## config.mk

```make
export PLATFORM = sky130hd
export DESIGN_NAME = din_serializer_flat
export DESIGN_NICKNAME = d
export VERILOG_FILES = /design/src/rtl/din_serializer_if.sv /design/src/rtl/din_serializer.sv /design/src/flat_wrapper.sv
export SDC_FILE = /design/constraint.sdc
export NUM_CORES = 1
export LEC_CHECK = 0
export ABC_AREA = 1
export CAP_MARGIN = 0
export CORE_AREA = 8 8 75 61
export DETAILED_ROUTE_END_ITERATION = 7
export DIE_AREA = 0 0 83 69
export GPL_TIMING_DRIVEN = 1
export PLACE_DENSITY = 0.73
export SYNTH_ARGS = -nofsm -noshare
export SYNTH_HDL_FRONTEND = slang
export SYNTH_SLANG_ARGS = --single-unit
export TNS_END_PERCENT = 20
```

## constraint.sdc

```tcl
create_clock -name clk -period 1.3 [get_ports clk]
set_input_delay 0.13 -clock clk [delete_from_list [all_inputs] [get_ports clk]]
set_output_delay 0.13 -clock clk [all_outputs]
set_load 0.03 [all_outputs]
```

## src/rtl/din_serializer_if.sv

```systemverilog
// din_serializer_if
// Word handshake and serial output bundle for din_serializer.
//   data_in   : word to serialize (master -> slave)
//   valid_in  : data_in valid (master -> slave)
//   ready_out : serializer can accept a word (slave -> master)
//   sout      : serial bit stream, MSB first (slave -> master)
//   busy      : serializer is shifting or inserting the gap (slave -> master)
//   done      : one-cycle pulse on the last bit of a word (slave -> master)
interface din_serializer_if #(
  parameter int WIDTH = 8
);
  logic [WIDTH-1:0] data_in;
  logic             valid_in;
  logic             ready_out;
  logic             sout;
  logic             busy;
  logic             done;

  modport master (
    output data_in,
    output valid_in,
    input  ready_out,
    input  sout,
    input  busy,
    input  done
  );

  modport slave (
    input  data_in,
    input  valid_in,
    output ready_out,
    output sout,
    output busy,
    output done
  );
endinterface

```

## src/rtl/din_serializer.sv

```systemverilog
// din_serializer
// Parallel-to-serial stage feeding the pulse-pairing FSM's din input.
// Words arrive over valid/ready into a one-word holding register, are shifted
// out MSB-first one bit per clock, and each word is followed by GAP zero cycles.
//
// Ports:
//   clk  : single clock, all state updates on posedge
//   rst  : asynchronous active-high reset
//   bus  : din_serializer_if slave modport (data_in, valid_in, ready_out,
//          sout, busy, done)
//
// Parameters:
//   WIDTH : data bits per word (>= 2)
//   GAP   : zero cycles inserted after each word (>= 0)
//
// Optional feature macro: SER_PARITY_EN
//   When defined, an even-parity bit (XOR of the data bits) follows the LSB
//   and done pulses on that parity bit instead of the LSB.
module din_serializer #(
  parameter int WIDTH = 8,
  parameter int GAP   = 2
) (
  input  logic            clk,
  input  logic            rst,
  din_serializer_if.slave bus
);

`ifdef SER_PARITY_EN
  localparam int NBITS = WIDTH + 1;
`else
  localparam int NBITS = WIDTH;
`endif
  localparam int BW = $clog2(NBITS + 1);
  localparam int GW = (GAP > 0) ? $clog2(GAP + 1) : 1;

  localparam logic [1:0] ST_IDLE  = 2'd0;
  localparam logic [1:0] ST_SHIFT = 2'd1;
  localparam logic [1:0] ST_GAP   = 2'd2;

  logic [1:0]       state, state_n;
  logic [WIDTH-1:0] shreg, shreg_n;
  logic [BW-1:0]    bitcnt, bitcnt_n;
  logic [GW-1:0]    gapcnt, gapcnt_n;
  logic [WIDTH-1:0] hold_data;
  logic             hold_full;
  logic             sout_r, sout_n;
  logic             busy_r, busy_n;
  logic             done_r, done_n;
  logic             drain_s;
  logic             accept_s;
  logic             ready_s;
  logic             fill_s;

  function automatic logic even_parity(input logic [WIDTH-1:0] d);
    return ^d;
  endfunction

  assign ready_s       = ~hold_full & ~rst;
  assign accept_s      = bus.valid_in & ready_s;
  assign bus.ready_out = ready_s;
  assign bus.sout      = sout_r;
  assign bus.busy      = busy_r;
  assign bus.done      = done_r;

  // The first data bit leaves on the load edge itself, so the shifter keeps
  // only the remaining bits; with parity, the parity bit is parked in the
  // vacated LSB and falls out naturally after the data LSB.
`ifdef SER_PARITY_EN
  assign fill_s = even_parity(hold_data);
`else
  assign fill_s = 1'b0;
`endif

  // Next-state and next-output decode for the IDLE/SHIFT/GAP sequencer.
  always_comb begin
    state_n  = state;
    shreg_n  = shreg;
    bitcnt_n = bitcnt;
    gapcnt_n = gapcnt;
    sout_n   = 1'b0;
    done_n   = 1'b0;
    drain_s  = 1'b0;
    case (state)
      ST_IDLE: begin
        if (hold_full) begin
          drain_s  = 1'b1;
          state_n  = ST_SHIFT;
          sout_n   = hold_data[WIDTH-1];
          shreg_n  = {hold_data[WIDTH-2:0], fill_s};
          bitcnt_n = BW'(1);
        end else begin
          state_n = ST_IDLE;
        end
      end
      ST_SHIFT: begin
        if (bitcnt == BW'(NBITS)) begin
          // Last bit has just been on sout for a cycle.
          if (GAP > 0) begin
            state_n  = ST_GAP;
            gapcnt_n = GW'(1);
          end else if (hold_full) begin
            drain_s  = 1'b1;
            state_n  = ST_SHIFT;
            sout_n   = hold_data[WIDTH-1];
            shreg_n  = {hold_data[WIDTH-2:0], fill_s};
            bitcnt_n = BW'(1);
          end else begin
            state_n = ST_IDLE;
          end
        end else begin
          sout_n   = shreg[WIDTH-1];
          shreg_n  = {shreg[WIDTH-2:0], 1'b0};
          bitcnt_n = bitcnt + BW'(1);
          done_n   = ((bitcnt + BW'(1)) == BW'(NBITS));
        end
      end
      ST_GAP: begin
        if (gapcnt == GW'(GAP)) begin
          if (hold_full) begin
            drain_s  = 1'b1;
            state_n  = ST_SHIFT;
            sout_n   = hold_data[WIDTH-1];
            shreg_n  = {hold_data[WIDTH-2:0], fill_s};
            bitcnt_n = BW'(1);
          end else begin
            state_n = ST_IDLE;
          end
        end else begin
          gapcnt_n = gapcnt + GW'(1);
        end
      end
      default: begin
        state_n = ST_IDLE;
      end
    endcase
    busy_n = (state_n != ST_IDLE);
  end

  // Sequencer state, shifter, counters and registered outputs.
  always_ff @(posedge clk or posedge rst) begin
    if (rst) begin
      state  <= ST_IDLE;
      shreg  <= {WIDTH{1'b0}};
      bitcnt <= {BW{1'b0}};
      gapcnt <= {GW{1'b0}};
      sout_r <= 1'b0;
      busy_r <= 1'b0;
      done_r <= 1'b0;
    end else begin
      state  <= state_n;
      shreg  <= shreg_n;
      bitcnt <= bitcnt_n;
      gapcnt <= gapcnt_n;
      sout_r <= sout_n;
      busy_r <= busy_n;
      done_r <= done_n;
    end
  end

  // Holding register: drain and accept are mutually exclusive because
  // ready is low whenever the register is full.
  always_ff @(posedge clk or posedge rst) begin
    if (rst) begin
      hold_full <= 1'b0;
      hold_data <= {WIDTH{1'b0}};
    end else if (drain_s) begin
      hold_full <= 1'b0;
    end else if (accept_s) begin
      hold_full <= 1'b1;
      hold_data <= bus.data_in;
    end
  end

endmodule

```

## src/flat_wrapper.sv

```systemverilog
// flat-port wrapper written by rule: the top's interface ports become plain ports
module din_serializer_flat 
#(
  parameter int WIDTH = 8,
  parameter int GAP   = 2
)
  (clk, rst, bus_data_in, bus_valid_in, bus_ready_out, bus_sout, bus_busy, bus_done);
  din_serializer_if #(.WIDTH(WIDTH)) bus_i ();
  input  logic clk;
  input  logic rst;
  input wire logic [$bits(bus_i.data_in)-1:0] bus_data_in;
  input wire logic [$bits(bus_i.valid_in)-1:0] bus_valid_in;
  output wire logic [$bits(bus_i.ready_out)-1:0] bus_ready_out;
  output wire logic [$bits(bus_i.sout)-1:0] bus_sout;
  output wire logic [$bits(bus_i.busy)-1:0] bus_busy;
  output wire logic [$bits(bus_i.done)-1:0] bus_done;
  assign bus_i.data_in = bus_data_in;
  assign bus_i.valid_in = bus_valid_in;
  assign bus_ready_out = bus_i.ready_out;
  assign bus_sout = bus_i.sout;
  assign bus_busy = bus_i.busy;
  assign bus_done = bus_i.done;
  din_serializer #(.WIDTH(WIDTH), .GAP(GAP)) u_core (.clk(clk), .rst(rst), .bus(bus_i));
endmodule
```

== Yosys cells after proc, flatten, opt, wreduce, memory -nomap -nowiden ==
Cells that the tools add are included.

* Bits in registers: 28
* Input port bits: 11
* Logic and storage cells: 59

* $add $sub $neg: 2
* Equal/unequal tests: 9
* Muxes and demuxes: 26
* Bitwise gates (word level): 5
* Reduce and logical (&&, ||, !) cells: 8

{| class="wikitable"
|+ Operators by type and width
! cell !! number
|-
| 8-bit two-way mux || 3
|-
| 8-bit case mux with 3 select lines || 1
|-
| 4-bit two-way mux || 3
|-
| 4-bit case mux with 3 select lines || 1
|-
| 1-bit two-way mux || 10
|-
| 4-bit equality test, second input constant || 2
|-
| 2-bit two-way mux || 4
|-
| 2-bit case mux with 3 select lines || 1
|-
| 3-bit AND reduction || 2
|-
| 2-bit nonzero test || 3
|-
| 4-bit by 1-bit adder with 4-bit output, second input constant || 1
|-
| 2-bit equality test, second input constant || 2
|-
| 2-bit by 1-bit != test with 1-bit output, second input constant || 2
|-
| 2-bit != test, second input constant || 2
|-
| 2-bit case mux with 2 select lines || 1
|-
| 1-bit NOT || 3
|-
| 1-bit case mux with 3 select lines || 1
|-
| 3-bit nonzero test || 1
|-
| 2-bit by 1-bit adder with 2-bit output, second input constant || 1
|-
| 1-bit AND || 2
|-
| 2-bit by 1-bit equality test with 1-bit output, second input constant || 1
|-
| 2-bit zero test || 1
|-
| 1-bit case mux with 2 select lines || 1
|-
| 2-bit AND reduction || 1
|}

== Depth between registers and ports, before layout ==
Gate-level depths: netlist of run 1.

* Depth after elaboration: 5
* Gate-level depth with buffers: 10

== Worst setup path after synthesis of run 1 ==
Ideal clock, no wire load.

* Path kind: register to register
* Start point: register u_core.state[1]
* End point: register u_core.bitcnt[0]
* Library setup time: 117 ps
* Data arrival time: 1250 ps
* Data required time: 1183 ps
* Path slack: -67 ps
* Stages on the path, launching flop included: 11
* Path buffers: 2
* Cell sequence: dfrtp_1 inv_1 ha_1 buf_2 inv_2 nand2_2 nand2_4 nand2_2 buf_6 nand2_1 nand2_1

* Cells in the longest elaborated chain, start to end: 3
* Elaborated cells between the ends (all ways): 8

{| class="wikitable"
|+ RTL lines
! item !! RTL line !! text
|-
| from (decl) || din_serializer.sv:40 || <nowiki>logic [1:0] state, state_n;</nowiki>
|-
| from (signal assigned) || din_serializer.sv:150 || <nowiki>state <= state_n;</nowiki>
|-
| 2-bit equality test (tied with other cells) || din_serializer.sv:83 || <nowiki>case (state)</nowiki>
|-
| 2-bit by 1-bit != test with 1-bit output (no line) (tied with other cells) || -- ||
|-
| 3-bit AND reduction (no line) || -- ||
|-
| to (signal assigned) || din_serializer.sv:144 || <nowiki>bitcnt <= {BW{1'b0}};</nowiki>
|-
| to (signal assigned) || din_serializer.sv:152 || <nowiki>bitcnt <= bitcnt_n;</nowiki>
|-
| to (decl) || din_serializer.sv:42 || <nowiki>logic [BW-1:0] bitcnt, bitcnt_n;</nowiki>
|}

Several ways; a longest one is shown, not always the timed one.
A chain may end at the register's enable or synchronous reset.

== Worst setup path in the final report of run 1 ==
* Start point: register u_core.state[1]
* End point: register u_core.bitcnt[2]

The elaborated chain is that of the path after synthesis.

==> out/metrics.yaml, run 1 <==
status: "completed"
clk_latency_ns: 0.27
avgRoutedWirePerCell_um: 13.36
drt_wl_total_um: 3340
grt_antenna_before_repair: 0
nets: 228
p_sw_share_pct: 42.23
grt_usage_pct: 10.79
post-route-util_pct: 58.33
period_needed_ns: 1.292
core_area_um2: 3447
tightest_slew_ns: 0.3032
p_leak_nw: 1.000
drive_gt1_share_pct: 35.58
grt_max_degree: 28
clkTransAtPathRegs_ns: 0.10
setup_viol: 0
hpwlAfterDp_um: 2128
critPathMaxStageDelay_ns: 0.45
layout_commonest_cell: "nand2_1"
hold_buffers: 0
dp_cells: 244
crit_path_start_kind: "register"
seq_power_share_pct: 33.9
path_cells: "inv_2 -> ha_4 -> inv_4 -> nand2_4 -> nand2_8 -> buf_6 -> nand3_1 -> nand2_1"
hold_viol: 0
relSlewSlack_pct: 79.87
netlist_instances: 175
rows: 19
criticalPathCategory: "register to register"
endpoint_kind: "register"
cts_tree: "done"
max_freq_ghz: 0.7740
cts_buffer_depth: 2
synth_fa_ha_area_share_pct: 6.938
grt-ovfl-total: 0
powerDensity_nw_per_um2: 2062
cp_max_fo: 4
fin_ws_ns: 0.008065
yosys.area.top_type: "dfrtp_1"
cp-startpoint: "u_core.state[1]"
vdd_ir_drop_max_v: 0.001039
cp_data_arrival_time_ns: 1.47
power.net_switching_w: 0.001751
diodes: 0
synth_area_um2: 1443
synth_top_family_by_area: "simple AND/OR/NAND/NOR gates"
clkPwrFrac_pct: 11.9
synth.net_count: 194
start_util_pct: 41.85
required_ns: 1.48
fin_skew_ns: 0.002013
syn2layout_area_growth_pct: 39.38
port_buffers: 14
power_w: 0.004147
num_vias: 1207
drtIter0Drc: 67
drv_slew: 0
die_area_um2: 5727
die_h_um: 69
synth_mux_area_share_pct: 0
rsz0062_at_grt: "true"
tns_ns: 0
r2r-start: "u_core.state[1]"
cts_made_buffers: 3
max_cap_violations: 0
fin_cells: 250
yosys.area_share.simple_pct: 31.48
place_ws_ns: -0.08956
ys_seq_area_share_pct: 46.83
ys.warnings.count: 0
h-tree-depth: 1
grt_pass1_wl_um: 5347
syn_avg_cell_area_um2: 8.244
mostFrequentLayoutCells: "nand2_1, dfrtp_1, inv_1, nand3_1, buf_4"
ios: 15
ant_nets: 0
gp_congestion: 0.8421
comb_power_share_pct: 54.2
power.internal_w: 0.002395
synth_xor_area_share_pct: 0.6071
ys_top_cells_by_area: "dfrtp_1, nand2_1, nand3_1"
viasPerCell: 4.828
min_period_over_period_pct: 99.38
hp-class: "input pin to async pin"
ys_seq_elements: 27
synth_compound_area_share_pct: 5.551
drc: 0
synth_top_area_share_pct: 46.83
grt_pass1_vias: 1211
rrSetupSlack_ns: 0.008
die_x_um: 83
clockRootBuffer: "clkbuf_8"
firstDrtPassIters: 4
ys_types: 22
slowest_stage: "dfrtp_2"
clkSinkCount: 27
worst max-delay path: cells and delay by family (launching register included):
family / cells / cell delay (ns)
flops: 1 / 0.45
simple gates: 4 / 0.29
fa+ha+maj: 1 / 0.19
buf+inv: 3 / 0.27
layout make-up:
class / instances / area, um2
multi-input combinational: 122 / 799.5
fill: 293 / 1436
timing repair buffer: 35 / 345.3
sequential: 27 / 679.4
clock buffer: 3 / 41.29
tap: 42 / 52.55
inverter: 20 / 85.08
clock inverter: 1 / 7.507
cells by family after synthesis:
logic type               count (synthesis)
flip-flops                              27
AO/OA/AOI/OAI                           13
XOR/XNOR                                 1
buffers and inverters                   26
adder cells (fa/ha/maj)                  8
AND/OR/NAND/NOR                        100
registers in the layout (all words and copies together), names as in the netlist:
signal            flops
u_core.bus.busy       1
u_core.shreg          7
u_core.bus.done       1
u_core.hold_full      1
u_core.bitcnt         4
u_core.state          2
u_core.bus.sout       1
u_core.hold_data      8
u_core.gapcnt         2
per-stage QoR:
stage                     hold slack [ns]  area [um2]
after floorplan                    0.1827        1459
after global placement             0.4551        1749
after detailed placement           0.4630        1749
after CTS                          0.2701        1848
after global routing               0.2738        2011
final                              0.2646        2011
path summary, 6_finish.rpt:
| kind | cells after the start | endpoint |
|---|---|---|
| min in group clk | 3 | u_core.hold_data[6] |
| min | 3 | u_core.gapcnt[0] |
| max reg2reg | 8 | u_core.bitcnt[2] |
| max in group asynchronous | 3 | u_core.hold_full |
| min reg2reg | 2 | u_core.shreg[7] |
| max | 8 | u_core.bitcnt[2] |
routing by layer:
metal  part of all wire, %  vias up  GRT usage [%]
met5                     0        -              0
met4                   1.8        0          3.696
met3                   2.8        4          2.465
met2                    48       27          16.29
met1                    48      564          14.62
li1                      -      612              -
power groups by stage:
| stage | combinational, W | sequential (W) | clock, W |
|---|---|---|---|
| 5_1_grt | 0.00249 | 0.00144 | 0.000543 |
| 3_3_place_gp | 0.00173 | 0.00137 | 0 |
| 4_1_cts | 0.00181 | 0.00138 | 0.000506 |
| 6_report | 0.00225 | 0.00140 | 0.000494 |
| 3_5_place_dp | 0.00178 | 0.00138 | 0 |
| 2_1_floorplan | 0.00122 | 0.00142 | 0 |
cells in the mapped netlist:
| master | instances |
|---|---|
| buf_2 | 3 |
| xnor2_1 | 1 |
| a21oi_1 | 3 |
| nand2_4 | 2 |
| inv_2 | 4 |
| clkinv_1 | 1 |
| buf_6 | 3 |
| nor3_1 | 1 |
| nor2_4 | 1 |
| a21oi_2 | 4 |
| nand2_1 | 61 |
| nand3_1 | 22 |
| inv_1 | 15 |
| o21ai_1 | 2 |
| nor2_1 | 7 |
| nand3b_1 | 1 |
| nand2_2 | 3 |
| dfrtp_1 | 27 |
| nand4_1 | 1 |
| ha_1 | 8 |
| o21ai_0 | 4 |
| nand3_4 | 1 |
what timing repair did:
item | 4_1_cts | 5_1_grt
pin swaps | 2 | 18
buffers inserted | 0 | 2
resized for setup | 15 | 41
setup endpoints to repair | 16 | 20
(Power assumes the default switching activity.)
==> inputs of run 2 (changes only) <==
CORE_AREA = 2 2 69 55   (was 8 8 75 61)
DIE_AREA = 0 0 71 57   (was 0 0 83 69)
PLACE_DENSITY = 0.66   (was 0.73)
SLEW_MARGIN = 20   (was not set)
==> run 2 against run 1 <==
Against the previous run: the flow now finishes with violations (setup timing); combinational power about the same; setup slack got worse by 0.021 ns; count of clock-buffer cells in the layout unchanged.
==> out/metrics.yaml, run 2 (same netlist as run 1, synthesis figures left out) <==
status: "finished with violations"
violations: "setup timing"
drc: 0
tightest_slew_ns: 0.3006
hold_buffers: 0
grt_pass1_vias: 1202
fin_ws_ns: -0.01299
period_needed_ns: 1.313
drtIter0Drc: 56
syn2layout_area_growth_pct: 38.42
drv_slew: 0
vdd_ir_drop_max_v: 0.0009738
start_util_pct: 41.85
hold_viol: 0
clkSinkCount: 27
ant_nets: 0
grt_usage_pct: 16.26
grt_antenna_before_repair: 0
nets: 229
power_w: 0.004117
cp_data_arrival_time_ns: 1.48
gp_congestion: 0.8214
p_leak_nw: 0.9978
cts_buffer_depth: 2
drive_gt1_share_pct: 34.45
fin_skew_ns: 0.004682
cts_made_buffers: 3
place_ws_ns: -0.07131
ios: 15
powerDensity_nw_per_um2: 2061
setup_viol: 2
max_freq_ghz: 0.7616
rows: 19
cp-startpoint: "u_core.state[1]"
die_area_um2: 4047
rsz0062_at_grt: "true"
critPathMaxStageDelay_ns: 0.45
num_vias: 1224
endpoint_kind: "register"
relSlewSlack_pct: 80.04
clockRootBuffer: "clkbuf_8"
largest_register_ffs: 8
port_buffers: 14
h-tree-depth: 1
die_h_um: 57
fillers: 305
hp-class: "input pin to async pin"
r2r-start: "u_core.state[1]"
avgRoutedWirePerCell_um: 12.78
criticalPathCategory: "register to register"
reg_top3: "u_core.hold_data (8), u_core.shreg (7), u_core.bitcnt (4)"
dp_cells: 245
clkTransAtPathRegs_ns: 0.10
crit_path_start_kind: "register"
min_period_over_period_pct: 101.0
core_area_um2: 3447
grt_pass1_wl_um: 5209
layout_commonest_cell: "nand2_1"
drt_wl_total_um: 3209
top_register: "u_core.hold_data"
cp_max_fo: 6
required_ns: 1.47
die_x_um: 71
mostFrequentLayoutCells: "nand2_1, dfrtp_1, buf_4"
slowest_stage: "dfrtp_1"
hpwlAfterDp_um: 2255
cts_tree: "done"
grt-ovfl-total: 0
max_cap_violations: 0
firstDrtPassIters: 4
clk_latency_ns: 0.27
fin_cells: 251
viasPerCell: 4.876
diodes: 0
path_cells: "inv_2 -> ha_4 -> inv_4 -> nand2_4 -> nand2_8 -> buf_12 -> nand3_2 -> nand2_2"
grt_max_degree: 28
## run 2: metal layers
| layer | share of wire [%] | up-vias | global-route usage, % |
|---|---|---|---|
| met5 | 0 | - | 0 |
| met4 | 1.2 | 0 | 4.313 |
| met3 | 4.0 | 6 | 3.887 |
| met2 | 49 | 29 | 26.17 |
| met1 | 46 | 573 | 22.36 |
| li1 | - | 616 | - |
## run 2: critical path: cells and delay by family, from the launching register on
| kind | cells | cell delay, ns |
|---|---|---|
| and+or+nand+nor | 4 | 0.29 |
| buffers and inverters | 3 | 0.30 |
| DFF | 1 | 0.45 |
| adders and majority gates | 1 | 0.18 |
## run 2: repair_timing
action                                  CTS  global route
gates resized for setup                   9            36
endpoints found under the setup margin   18            19
setup buffers                             0             2
pin swaps                                 0            14
endpoints found under the hold margin     0             0
## run 2: path summary, 6_finish.rpt
path	cells after the start	end	slack, ns
worst max register to register	8	u_core.shreg[5]	-0.01
worst min-delay path	3	u_core.gapcnt[0]	0.27
worst max-delay path	8	u_core.shreg[5]	-0.01
max in group asynchronous	3	u_core.state[0]	0.87
min in group clk	3	u_core.hold_data[4]	0.41
worst min register to register	2	u_core.hold_data[7]	0.49
## run 2: layout make-up
cell class | instances | area (um2) | share of cell area [%]
repair buffers | 36 | 342.8 | 17.17
flip-flops and latches | 27 | 678.2 | 33.96
inverters | 20 | 80.08 | 4.010
clock buffers | 3 | 41.29 | 2.068
well taps | 42 | 52.55 | 2.632
clock inverters | 1 | 7.507 | 0.3759
multi-input cells | 122 | 794.5 | 39.79
## run 2: per-stage QoR
step | TNS [ns] | hold WS, ns | area [um2] | util [%]
6_report | -0.01560 | 0.2681 | 1997 | 57.93
5_1_grt | -0.8963 | 0.3104 | 1997 | 57.93
4_1_cts | -0.4077 | 0.2767 | 1831 | 53.10
3_5_place_dp | -0.6569 | 0.4648 | 1769 | 51.32
3_3_place_gp | -0.3631 | 0.4564 | 1769 | 51.32
2_1_floorplan | 0 | 0.1827 | 1459 | -
## run 2: power breakdown
group          internal [W]  leakage (nW)  switching [W]
combinational      0.000993         0.644        0.00125
sequential          0.00118         0.332       0.000210
clock              0.000218        0.0217       0.000270
total               0.00239         0.998        0.00173
